===== config.mk =====
export PLATFORM = sky130hd
export DESIGN_NAME = prescale_tick_gen
export DESIGN_NICKNAME = d
export VERILOG_FILES = /design/src/rtl/prescale_tick_gen.sv
export SDC_FILE = /design/constraint.sdc
export NUM_CORES = 1
export LEC_CHECK = 0
export CAP_MARGIN = 20
export CORE_MARGIN = 4
export CORE_UTILIZATION = 60
export CTS_BUF_LIST = sky130_fd_sc_hd__clkbuf_2
export DETAILED_ROUTE_END_ITERATION = 8
export MAX_ROUTING_LAYER = met4
export PLACE_DENSITY = 0.89
export SLEW_MARGIN = 10
export SYNTH_ARGS = -nofsm -noshare
export SYNTH_HDL_FRONTEND = slang
export SYNTH_SLANG_ARGS = --single-unit

===== constraint.sdc =====
create_clock -name clk -period 3.1 [get_ports clk]
set_input_delay 0.62 -clock clk [delete_from_list [all_inputs] [get_ports clk]]
set_output_delay 0.62 -clock clk [all_outputs]
set_load 0.02 [all_outputs]

===== src/rtl/prescale_tick_gen.sv =====
`default_nettype none
// ============================================================================
// Module  : prescale_tick_gen
// Desc    : Two-stage cascaded prescaler producing one-cycle tick pulses, with
//           shadowed runtime divisors applied only on a period boundary or clr.
//           Define PRESCALE_SQ_EN to include the 50 % square-wave output.
// Rev     : 1.0  initial release
// ============================================================================
module prescale_tick_gen #(
    parameter int W1           = 14,
    parameter int W2           = 14,
    parameter int DEFAULT_DIV1 = 10000,
    parameter int DEFAULT_DIV2 = 10000
) (
    input  logic          clk,
    input  logic          rst_n,
    input  logic          en,
    input  logic          clr,
    input  logic          load,
    input  logic [W1-1:0] div1_in,
    input  logic [W2-1:0] div2_in,
    output logic          tick1,
    output logic          tick,
    output logic          sq,
    output logic          load_pending,
    output logic          load_ack
);

    localparam logic [W1-1:0] c_def_div1 = W1'(DEFAULT_DIV1);
    localparam logic [W2-1:0] c_def_div2 = W2'(DEFAULT_DIV2);

    logic [W1-1:0] r_cnt1;
    logic [W2-1:0] r_cnt2;
    logic [W1-1:0] r_d1;
    logic [W2-1:0] r_d2;
    logic [W1-1:0] r_s1;
    logic [W2-1:0] r_s2;
    logic          r_pending;
    logic          r_tick1;
    logic          r_tick;
    logic          r_load_ack;

    logic          w_hit1;
    logic          w_wrap;
    logic          w_apply;
    logic [W1-1:0] w_new_d1;
    logic [W2-1:0] w_new_d2;

    assign w_hit1  = en & (r_cnt1 == r_d1);
    assign w_wrap  = w_hit1 & (r_cnt2 == r_d2);
    assign w_apply = (w_wrap | clr) & (r_pending | load);

    // A load arriving in the applying cycle bypasses the shadow registers.
    assign w_new_d1 = load ? div1_in : r_s1;
    assign w_new_d2 = load ? div2_in : r_s2;

    always_ff @(posedge clk or negedge rst_n) begin
        if (!rst_n) begin
            r_cnt1 <= '0;
            r_cnt2 <= '0;
        end else if (clr) begin
            r_cnt1 <= '0;
            r_cnt2 <= '0;
        end else if (en) begin
            if (w_hit1) begin
                r_cnt1 <= '0;
                if (r_cnt2 == r_d2) begin
                    r_cnt2 <= '0;
                end else begin
                    r_cnt2 <= r_cnt2 + 1'b1;
                end
            end else begin
                r_cnt1 <= r_cnt1 + 1'b1;
            end
        end
    end

    always_ff @(posedge clk or negedge rst_n) begin
        if (!rst_n) begin
            r_tick1    <= 1'b0;
            r_tick     <= 1'b0;
            r_load_ack <= 1'b0;
        end else begin
            r_tick1    <= w_hit1 & ~clr;
            r_tick     <= w_wrap & ~clr;
            r_load_ack <= w_apply;
        end
    end

    always_ff @(posedge clk or negedge rst_n) begin
        if (!rst_n) begin
            r_d1      <= c_def_div1;
            r_d2      <= c_def_div2;
            r_s1      <= c_def_div1;
            r_s2      <= c_def_div2;
            r_pending <= 1'b0;
        end else begin
            if (load) begin
                r_s1 <= div1_in;
                r_s2 <= div2_in;
            end
            if (w_apply) begin
                r_d1      <= w_new_d1;
                r_d2      <= w_new_d2;
                r_pending <= 1'b0;
            end else if (load) begin
                r_pending <= 1'b1;
            end
        end
    end

`ifdef PRESCALE_SQ_EN
    logic r_sq;

    always_ff @(posedge clk or negedge rst_n) begin
        if (!rst_n) begin
            r_sq <= 1'b0;
        end else if (clr) begin
            r_sq <= 1'b0;
        end else if (w_wrap) begin
            r_sq <= ~r_sq;
        end
    end

    assign sq = r_sq;
`else
    assign sq = 1'b0;
`endif

    assign tick1        = r_tick1;
    assign tick         = r_tick;
    assign load_pending = r_pending;
    assign load_ack     = r_load_ack;

endmodule
`default_nettype wire


==> results of run 1 <==
[power by group through the flow]
stage	registers, mW	logic (mW)	clock network (mW)
after global routing	1.38	0.378	0.654
after detailed placement	1.39	0.343	0
after floorplan	1.36	0.232	0
after CTS	1.37	0.346	0.591
after global placement	1.38	0.322	0
final	1.37	0.347	0.576
[cell type report]
| class | instances | area [um^2] |
|---|---|---|
| clock buffers | 9 | 45.0 |
| clock inverters | 7 | 71.3 |
| fillers | 489 | 2010 |
| inverters | 6 | 22.5 |
| multi-input cells | 246 | 1840 |
| flip-flops and latches | 88 | 2230 |
| well taps | 96 | 120 |
| repair buffers | 45 | 460 |
[through the flow]
| step | area (um^2) | power, mW | util [%] |
|---|---|---|---|
| after floorplan | 4180 | 1.60 | - |
| after global placement | 4630 | 1.70 | 68.1 |
| after detailed placement | 4630 | 1.73 | 68.1 |
| after CTS | 4740 | 2.30 | 69.8 |
| after global routing | 4780 | 2.42 | 70.4 |
| final | 4780 | 2.29 | 70.4 |
[worst max-delay path: stages (launching register included)]
cell	delay, ns
sky130_fd_sc_hd__dfrtp_1	0.50
sky130_fd_sc_hd__xnor2_1	0.28
sky130_fd_sc_hd__nand3_1	0.11
sky130_fd_sc_hd__or4_1	0.67
sky130_fd_sc_hd__nor4b_1	0.44
sky130_fd_sc_hd__o31a_1	0.18
[how the worst max path moves through the flow]
stage | slack (ns) | depth (start not counted) | endpoint
2_1_floorplan | 0.79 | 7 | r_d1[11]
3_3_place_gp | 0.52 | 6 | r_d2[0]
3_5_place_dp | 0.39 | 6 | r_d2[2]
4_1_cts | 0.88 | 6 | r_d2[2]
5_1_grt | 0.74 | 6 | r_cnt2[0]
6_report | 0.87 | 5 | r_cnt2[11]
[cells by family (layout without fill, tap and decap cells)]
kind of cell / Yosys count / in the layout / share of synthesized area (%)
AND/OR/NAND/NOR: 121 / 121 / 15.5
flip-flops: 88 / 88 / 53.3
multiplexers: 56 / 56 / 15.1
XOR/XNOR: 38 / 38 / 7.97
AO/OA/AOI/OAI: 28 / 28 / 4.58
buffers and inverters: 25 / 67 / 2.90
adder cells (fa/ha/maj): 2 / 2 / 0.599
other: 1 / 1 / 0.0898
[repair_timing]
| action | CTS | global route |
|---|---|---|
| hold buffers | 0 | 1 |
| buffers inserted | 0 | 0 |
| hold endpoints to repair | 0 | 17 |
[layer usage]
| metal | part of all wire [%] | vias to the layer above | global-route usage [%] |
|---|---|---|---|
| met2 | 54 | 95 | 38.0 |
| met3 | 4.6 | 20 | 5.47 |
| met4 | 2.4 | 0 | 10.1 |
| met1 | 39 | 1452 | 24.8 |
| met5 | 0 | - | - |
| li1 | - | 1343 | - |
[sequential cells by signal (all words and copies together), names as in the netlist]
| signal | cells |
|---|---|
| r_cnt1 | 14 |
| r_cnt2 | 14 |
| r_d1 | 14 |
| r_d2 | 14 |
| r_s1 | 14 |
| r_s2 | 14 |
| load_ack | 1 |
| load_pending | 1 |
| tick | 1 |
| tick1 | 1 |
[cells in the mapped netlist, types with 4 or more instances]
cell type                  instances
sky130_fd_sc_hd__a21oi_1           5
sky130_fd_sc_hd__o21ai_0           7
sky130_fd_sc_hd__nand2_1          17
sky130_fd_sc_hd__nor3_1            4
sky130_fd_sc_hd__nand3_1          26
sky130_fd_sc_hd__o211ai_1          6
sky130_fd_sc_hd__nor2_1           24
sky130_fd_sc_hd__xor2_1           18
sky130_fd_sc_hd__dfstp_2          20
sky130_fd_sc_hd__xnor2_1          20
sky130_fd_sc_hd__nor3b_1           5
sky130_fd_sc_hd__dfrtp_1          68
sky130_fd_sc_hd__nand4_1          15
sky130_fd_sc_hd__inv_1             6
sky130_fd_sc_hd__clkbuf_1         11
sky130_fd_sc_hd__nor4_1            7
sky130_fd_sc_hd__mux2_1            9
sky130_fd_sc_hd__and2_1            7
sky130_fd_sc_hd__mux2_2           47
sky130_fd_sc_hd__and3_1            5
[cell usage in the layout (no fill, tap or decap), types with 5 or more instances in the layout]
master,synthesis,layout
sky130_fd_sc_hd__a21oi_1,5,5
sky130_fd_sc_hd__and2_1,7,7
sky130_fd_sc_hd__and3_1,5,5
sky130_fd_sc_hd__buf_4,2,7
sky130_fd_sc_hd__clkbuf_2,0,9
sky130_fd_sc_hd__clkdlybuf4s50_1,0,35
sky130_fd_sc_hd__dfrtp_1,68,68
sky130_fd_sc_hd__dfstp_2,20,20
sky130_fd_sc_hd__inv_1,6,6
sky130_fd_sc_hd__mux2_1,9,9
sky130_fd_sc_hd__mux2_2,47,47
sky130_fd_sc_hd__nand2_1,17,17
sky130_fd_sc_hd__nand3_1,26,26
sky130_fd_sc_hd__nand4_1,15,15
sky130_fd_sc_hd__nor2_1,24,24
sky130_fd_sc_hd__nor3b_1,5,5
sky130_fd_sc_hd__nor4_1,7,7
sky130_fd_sc_hd__o211ai_1,6,6
sky130_fd_sc_hd__o21ai_0,7,7
sky130_fd_sc_hd__xnor2_1,20,20
sky130_fd_sc_hd__xor2_1,18,18
==> flow_results.xml, run 1 <==
<?xml version="1.0" encoding="UTF-8"?>
<metrics>
  <group name="timing">
    <metric name="setup_repair_after_global_routing_missed_its_margin" unit="">false</metric>
    <metric name="final_max_slew_viol_count" unit="">0</metric>
    <metric name="worst_slew_slack_as_a_fraction_of_its_limit" unit="%">55.3</metric>
    <metric name="holdWs" unit="ns">0.482</metric>
    <metric name="timing.setup.tns" unit="ns">0</metric>
    <metric name="period_minus_slack" unit="ns">2.23</metric>
    <metric name="final_hold_viol_count" unit="">0</metric>
    <metric name="worst_slew_pin_slew" unit="ns">0.664</metric>
    <metric name="clock.fmax" unit="MHz">449</metric>
    <metric name="min_period_over_period" unit="%">71.9</metric>
    <metric name="setup_viol" unit="">0</metric>
    <metric name="final.setup_skew" unit="ns">0.0262</metric>
    <metric name="setup_ws" unit="ns">0.871</metric>
  </group>
  <group name="power">
    <metric name="pwr_density" unit="nW/um^2">479</metric>
    <metric name="clkPwrFrac" unit="%">25.1</metric>
    <metric name="power.sequential.fraction" unit="%">59.7</metric>
    <metric name="power.share.switching" unit="%">27.1</metric>
    <metric name="ir_worst_vdd" unit="mV">0.325</metric>
    <metric name="lkg_pwr" unit="nW">1.95</metric>
    <metric name="cellInternalPower" unit="mW">1.67</metric>
    <metric name="power.share.combinational" unit="%">15.1</metric>
    <metric name="p_switching" unit="uW">622</metric>
  </group>
  <group name="route">
    <metric name="drt_iter0_markers" unit="">164</metric>
    <metric name="antenna_left" unit="">0</metric>
    <metric name="wl_per_cell" unit="um">16.8</metric>
    <metric name="detailroute.via_count" unit="">2910</metric>
    <metric name="first_pass_iters" unit="">5</metric>
    <metric name="drt_drc_violations_left" unit="">0</metric>
    <metric name="routed_via_density" unit="">5.86</metric>
    <metric name="detail_route.wirelength" unit="um">8350</metric>
  </group>
  <group name="synthesis">
    <metric name="syn_avg_cell_area" unit="um^2">11.6</metric>
    <metric name="synthesis.instances" unit="">359</metric>
    <metric name="synthFlopType" unit="">sky130_fd_sc_hd__dfrtp_1</metric>
    <metric name="syn_nets" unit="">394</metric>
    <metric name="postSynth.asyncResetShare" unit="%">100</metric>
    <metric name="ys_types" unit="">42</metric>
    <metric name="synth-edff-count" unit="">0</metric>
    <metric name="synth.yosys.seq_area_share" unit="%">53.3</metric>
    <metric name="mappedNetlistArea" unit="um^2">4180</metric>
    <metric name="ys_seq_elements" unit="">88</metric>
    <metric name="yosys.area.top_type" unit="">sky130_fd_sc_hd__dfrtp_1</metric>
    <metric name="netlist.area_leader.share" unit="%">40.7</metric>
    <metric name="yosys_warnings" unit="">0</metric>
    <metric name="synthTopCellsByArea" unit="">sky130_fd_sc_hd__dfrtp_1 (41%), sky130_fd_sc_hd__mux2_2 (13%), sky130_fd_sc_hd__dfstp_2 (13%)</metric>
  </group>
  <group name="critical_path">
    <metric name="type_of_the_setup_path_with_the_least_slack" unit="">reg2reg</metric>
    <metric name="rr_worst_depth" unit="">5</metric>
    <metric name="timing.critical_path.from" unit="">r_cnt1[10]</metric>
    <metric name="worstSetupEndpointType" unit="">flop</metric>
    <metric name="worstReg2RegStart" unit="">r_cnt1[10]</metric>
    <metric name="critical_path_data_required_time" unit="ns">3.59</metric>
    <metric name="crit_fanout" unit="">6</metric>
    <metric name="crit-reg2reg-capture" unit="">r_cnt2[11]</metric>
    <metric name="reg2reg_slack" unit="ns">0.87</metric>
    <metric name="worstSetupStartpointType" unit="">flop</metric>
    <metric name="critical_path_arrival" unit="ns">2.72</metric>
  </group>
  <group name="status">
    <metric name="run_status" unit="">finished, final reports clean</metric>
  </group>
  <group name="finish">
    <metric name="area.growth.synth_to_final" unit="%">14.5</metric>
    <metric name="post_route_cells_drive_above_1_share" unit="%">23.2</metric>
    <metric name="count_of_placed_standard_cells_in_the_final_layout_fillers_left_out" unit="">497</metric>
    <metric name="antenna_cells_inserted" unit="">0</metric>
    <metric name="finalNetCount" unit="">431</metric>
  </group>
  <group name="global_routing">
    <metric name="grt_first_pass_wirelength" unit="um">14300</metric>
    <metric name="global_route.usage.total" unit="%">22.4</metric>
    <metric name="antenna_violations_before_repair" unit="">0</metric>
    <metric name="first_global_vias" unit="">3051</metric>
    <metric name="globalRoute.totalOverflow" unit="">0</metric>
    <metric name="grt_max_degree" unit="">89</metric>
  </group>
  <group name="clock_tree">
    <metric name="cts-root-buf" unit="">sky130_fd_sc_hd__clkbuf_2</metric>
    <metric name="clk_pin_slew_worst_paths" unit="ns">0.24</metric>
    <metric name="cts_buffer_depth" unit="">2</metric>
    <metric name="htree_num_levels" unit="">3</metric>
    <metric name="ctsResizeCount" unit="">0</metric>
    <metric name="numClockSinks" unit="">88</metric>
    <metric name="insertion_delay" unit="ns">0.54</metric>
    <metric name="clock_tree_from_tritoncts" unit="">yes</metric>
    <metric name="numCtsBuffers" unit="">9</metric>
  </group>
  <group name="placed_design">
    <metric name="pre_cts_slack" unit="ns">0.386</metric>
    <metric name="place.port_buffers" unit="">36</metric>
    <metric name="dp.cells" unit="">479</metric>
    <metric name="place.gp.congestion" unit="">0.888</metric>
    <metric name="dpl.hpwl" unit="um">5910</metric>
  </group>
  <group name="floorplanning">
    <metric name="std_cell_rows" unit="">30</metric>
    <metric name="dieArea" unit="um^2">8360</metric>
    <metric name="floorplan.io_pins" unit="">38</metric>
    <metric name="chipWidth" unit="um">91.4</metric>
    <metric name="chipHeight" unit="um">91.4</metric>
    <metric name="initial_utilization" unit="%">61.5</metric>
    <metric name="core_area" unit="um^2">6790</metric>
  </group>
  <group name="worst_hold_path">
    <metric name="holdCritPathClass" unit="">in2async</metric>
  </group>
  <group name="run">
    <metric name="drv_cap" unit="">0</metric>
  </group>
</metrics>
Power figures use the tool's default switching activity.
==> run 2, diff against run 1 <==
Settings changed: CORE_UTILIZATION 60 to 59, PLACE_DENSITY 0.89 to 0.88.
Clock period 3.1 ns to 2.1 ns, I/O delays scaled along.
==> run 2 against run 1 <==
The flow now finishes with violations (negative setup slack). Hold slack lost 0.26 ns. Global-route usage grew 1.5 points. Utilization up 6.6 points. Final area is 10% higher. Clock-buffer cell count grew 1. Non-clock buffer count rose by 37. Sequential power increased by 49%. Final cell count rose by 7.4%. Sequential share of layout area is 4.2 points lower. Die area increased by 1.5%. Sequential cell count is the same. Worst setup slack worse by 0.91 ns. Largest power group unchanged.
==> flow_results.xml, run 2 (synthesized netlist as in run 1, its figures left out) <==
<?xml version="1.0" encoding="UTF-8"?>
<metrics>
  <group name="clock_tree">
    <metric name="numCtsBuffers" unit="">9</metric>
    <metric name="cts_buffer_depth" unit="">2</metric>
    <metric name="clock_tree_from_tritoncts" unit="">yes</metric>
    <metric name="insertion_delay" unit="ns">0.57</metric>
    <metric name="cts-root-buf" unit="">sky130_fd_sc_hd__clkbuf_2</metric>
    <metric name="htree_num_levels" unit="">3</metric>
    <metric name="numClockSinks" unit="">88</metric>
    <metric name="clk_pin_slew_worst_paths" unit="ns">0.26</metric>
  </group>
  <group name="floorplanning">
    <metric name="initial_utilization" unit="%">61.2</metric>
    <metric name="chipWidth" unit="um">92.2</metric>
    <metric name="std_cell_rows" unit="">30</metric>
    <metric name="floorplan.io_pins" unit="">38</metric>
    <metric name="chipHeight" unit="um">92.2</metric>
    <metric name="dieArea" unit="um^2">8490</metric>
    <metric name="core_area" unit="um^2">6830</metric>
  </group>
  <group name="critical_path">
    <metric name="critical_path.slowest_cell" unit="">sky130_fd_sc_hd__dfrtp_1</metric>
    <metric name="crit_fanout" unit="">8</metric>
    <metric name="worstSetupEndpointType" unit="">flop</metric>
    <metric name="cp_slowest_stage_delay" unit="ns">0.49</metric>
    <metric name="crit_path_cell_trace" unit="">xnor2_2, nand4_1, nor4_4, o2bb2ai_4, clkbuf_16, mux2_2</metric>
    <metric name="critical_path_data_required_time" unit="ns">2.58</metric>
    <metric name="worstSetupStartpointType" unit="">flop</metric>
    <metric name="cp_num_buf_inv" unit="">1</metric>
    <metric name="type_of_the_setup_path_with_the_least_slack" unit="">reg2reg</metric>
    <metric name="critical_path_arrival" unit="ns">2.62</metric>
    <metric name="cell_family_with_the_largest_share_of_critical_path_delay" unit="">simple AND/OR/NAND/NOR gates</metric>
  </group>
  <group name="finish">
    <metric name="finalNetCount" unit="">468</metric>
    <metric name="antenna_cells_inserted" unit="">0</metric>
    <metric name="layout_common_cells" unit="">sky130_fd_sc_hd__dfrtp_1 (67), sky130_fd_sc_hd__buf_4 (39), sky130_fd_sc_hd__mux2_2 (36)</metric>
    <metric name="post_route_cells_drive_above_1_share" unit="%">34.5</metric>
    <metric name="count_of_placed_standard_cells_in_the_final_layout_fillers_left_out" unit="">534</metric>
    <metric name="mostFrequentLayoutCell" unit="">sky130_fd_sc_hd__dfrtp_1</metric>
    <metric name="area.growth.synth_to_final" unit="%">25.9</metric>
    <metric name="fillerInstances" unit="">438</metric>
    <metric name="postLayoutCoreUtil" unit="%">77.0</metric>
    <metric name="stdcell_area" unit="um^2">5260</metric>
  </group>
  <group name="global_routing">
    <metric name="met3_usage" unit="%">5.82</metric>
    <metric name="global_route.usage.met1" unit="%">26.7</metric>
    <metric name="grt.met2_usage" unit="%">41.5</metric>
    <metric name="grt.busiest_layer" unit="">met2</metric>
    <metric name="antenna_violations_before_repair" unit="">0</metric>
    <metric name="grt_max_degree" unit="">72</metric>
    <metric name="grt_first_pass_wirelength" unit="um">15500</metric>
    <metric name="first_global_vias" unit="">3295</metric>
    <metric name="global_route.usage.total" unit="%">23.8</metric>
    <metric name="globalRoute.totalOverflow" unit="">0</metric>
  </group>
  <group name="route">
    <metric name="detail_route.wirelength" unit="um">9830</metric>
    <metric name="antenna_left" unit="">0</metric>
    <metric name="drt_drc_violations_left" unit="">0</metric>
    <metric name="wl_per_cell" unit="um">18.4</metric>
    <metric name="first_pass_iters" unit="">5</metric>
    <metric name="detailroute.via_count" unit="">3119</metric>
    <metric name="routed_via_density" unit="">5.84</metric>
    <metric name="drt_iter0_markers" unit="">169</metric>
  </group>
  <group name="placed_design">
    <metric name="place.port_buffers" unit="">36</metric>
    <metric name="dpl.hpwl" unit="um">6470</metric>
    <metric name="place.gp.congestion" unit="">0.960</metric>
    <metric name="pre_cts_slack" unit="ns">-0.148</metric>
    <metric name="place_area" unit="um^2">4890</metric>
    <metric name="dp.cells" unit="">509</metric>
  </group>
  <group name="timing">
    <metric name="holdWs" unit="ns">0.222</metric>
    <metric name="min_period_over_period" unit="%">102</metric>
    <metric name="clock.fmax" unit="MHz">468</metric>
    <metric name="final_max_slew_viol_count" unit="">0</metric>
    <metric name="final_hold_viol_count" unit="">0</metric>
    <metric name="final.setup_skew" unit="ns">0.0316</metric>
    <metric name="setup_viol" unit="">6</metric>
    <metric name="timing.setup.tns" unit="ns">-0.0920</metric>
    <metric name="setup_ws" unit="ns">-0.0377</metric>
    <metric name="period_minus_slack" unit="ns">2.14</metric>
    <metric name="setup_repair_after_global_routing_missed_its_margin" unit="">true</metric>
  </group>
  <group name="status">
    <metric name="violations" unit="">negative setup slack</metric>
    <metric name="run_status" unit="">complete, but fails checks</metric>
  </group>
  <group name="power">
    <metric name="overall_power_after_layout" unit="mW">3.49</metric>
    <metric name="ir_worst_vdd" unit="mV">0.625</metric>
    <metric name="lkg_pwr" unit="nW">2.26</metric>
    <metric name="pwr_density" unit="nW/um^2">663</metric>
  </group>
  <group name="worst_hold_path">
    <metric name="holdCritPathClass" unit="">in2async</metric>
  </group>
  <group name="run">
    <metric name="drv_cap" unit="">0</metric>
  </group>
</metrics>
[run 2: cell types whose count changed in the layout (fill, tap and decap cells not counted), moves of 6 or more]
cell / delta
sky130_fd_sc_hd__buf_4: +32
sky130_fd_sc_hd__mux2_4: +17
sky130_fd_sc_hd__mux2_2: -11
sky130_fd_sc_hd__mux2_1: -6
sky130_fd_sc_hd__xnor2_1: -6
sky130_fd_sc_hd__xnor2_2: +6
[run 2: layout make-up]
class                      count  area (um^2)  area share [%]
sequential                    88         2230            42.4
inverter                       6         22.5           0.428
multi-input combinational    246         2000            38.0
clock inverter                 6         48.8           0.928
clock buffer                  10         50.0           0.951
timing repair buffer          82          790            15.0
tap                           96          120            2.28
[run 2: per-layer routing]
layer	share of wire [%]	up-vias	wire length (um)
met2	53	125	5170
met1	39	1549	3840
met4	3.1	0	305
li1	-	1416	-
met5	0	-	0
met3	5.2	29	509
[run 2: worst paths after layout]
| check | start | end | slack [ns] | depth (start not counted) |
|---|---|---|---|---|
| min | rst_n | r_d1[12] | 0.22 | 2 |
| min in group clk | div1_in[11] | r_s1[11] | 0.46 | 2 |
| max in group asynchronous | rst_n | r_d2[9] | 1.16 | 3 |
| max | r_d1[11] | r_d2[2] | -0.04 | 6 |
| min reg2reg | r_s1[0] | r_s1[0] | 0.53 | 1 |
| max reg2reg | r_d1[11] | r_d2[2] | -0.04 | 6 |
[run 2: what timing repair did]
item                       CTS  global route
hold endpoints to repair    17             0
gates cloned                 0             1
setup buffers                0             7
hold buffers                 1             0
resized for setup            6            29
setup endpoints to repair   32            53
pin swaps                    4             4
[run 2: where the power goes]
| part | switching (mW) | internal (mW) | total [mW] |
|---|---|---|---|
| combinational | 0.279 | 0.379 | 0.658 |
| sequential | 0.127 | 1.91 | 2.04 |
| clock | 0.612 | 0.180 | 0.792 |
[run 2: worst register-to-register path: stages (launching register included)]
cell and delay, ns:
sky130_fd_sc_hd__dfrtp_1 0.49, sky130_fd_sc_hd__xnor2_2 0.24, sky130_fd_sc_hd__nand4_1 0.19, sky130_fd_sc_hd__nor4_4 0.36, sky130_fd_sc_hd__o2bb2ai_4 0.22, sky130_fd_sc_hd__clkbuf_16 0.22
sky130_fd_sc_hd__mux2_2 0.34
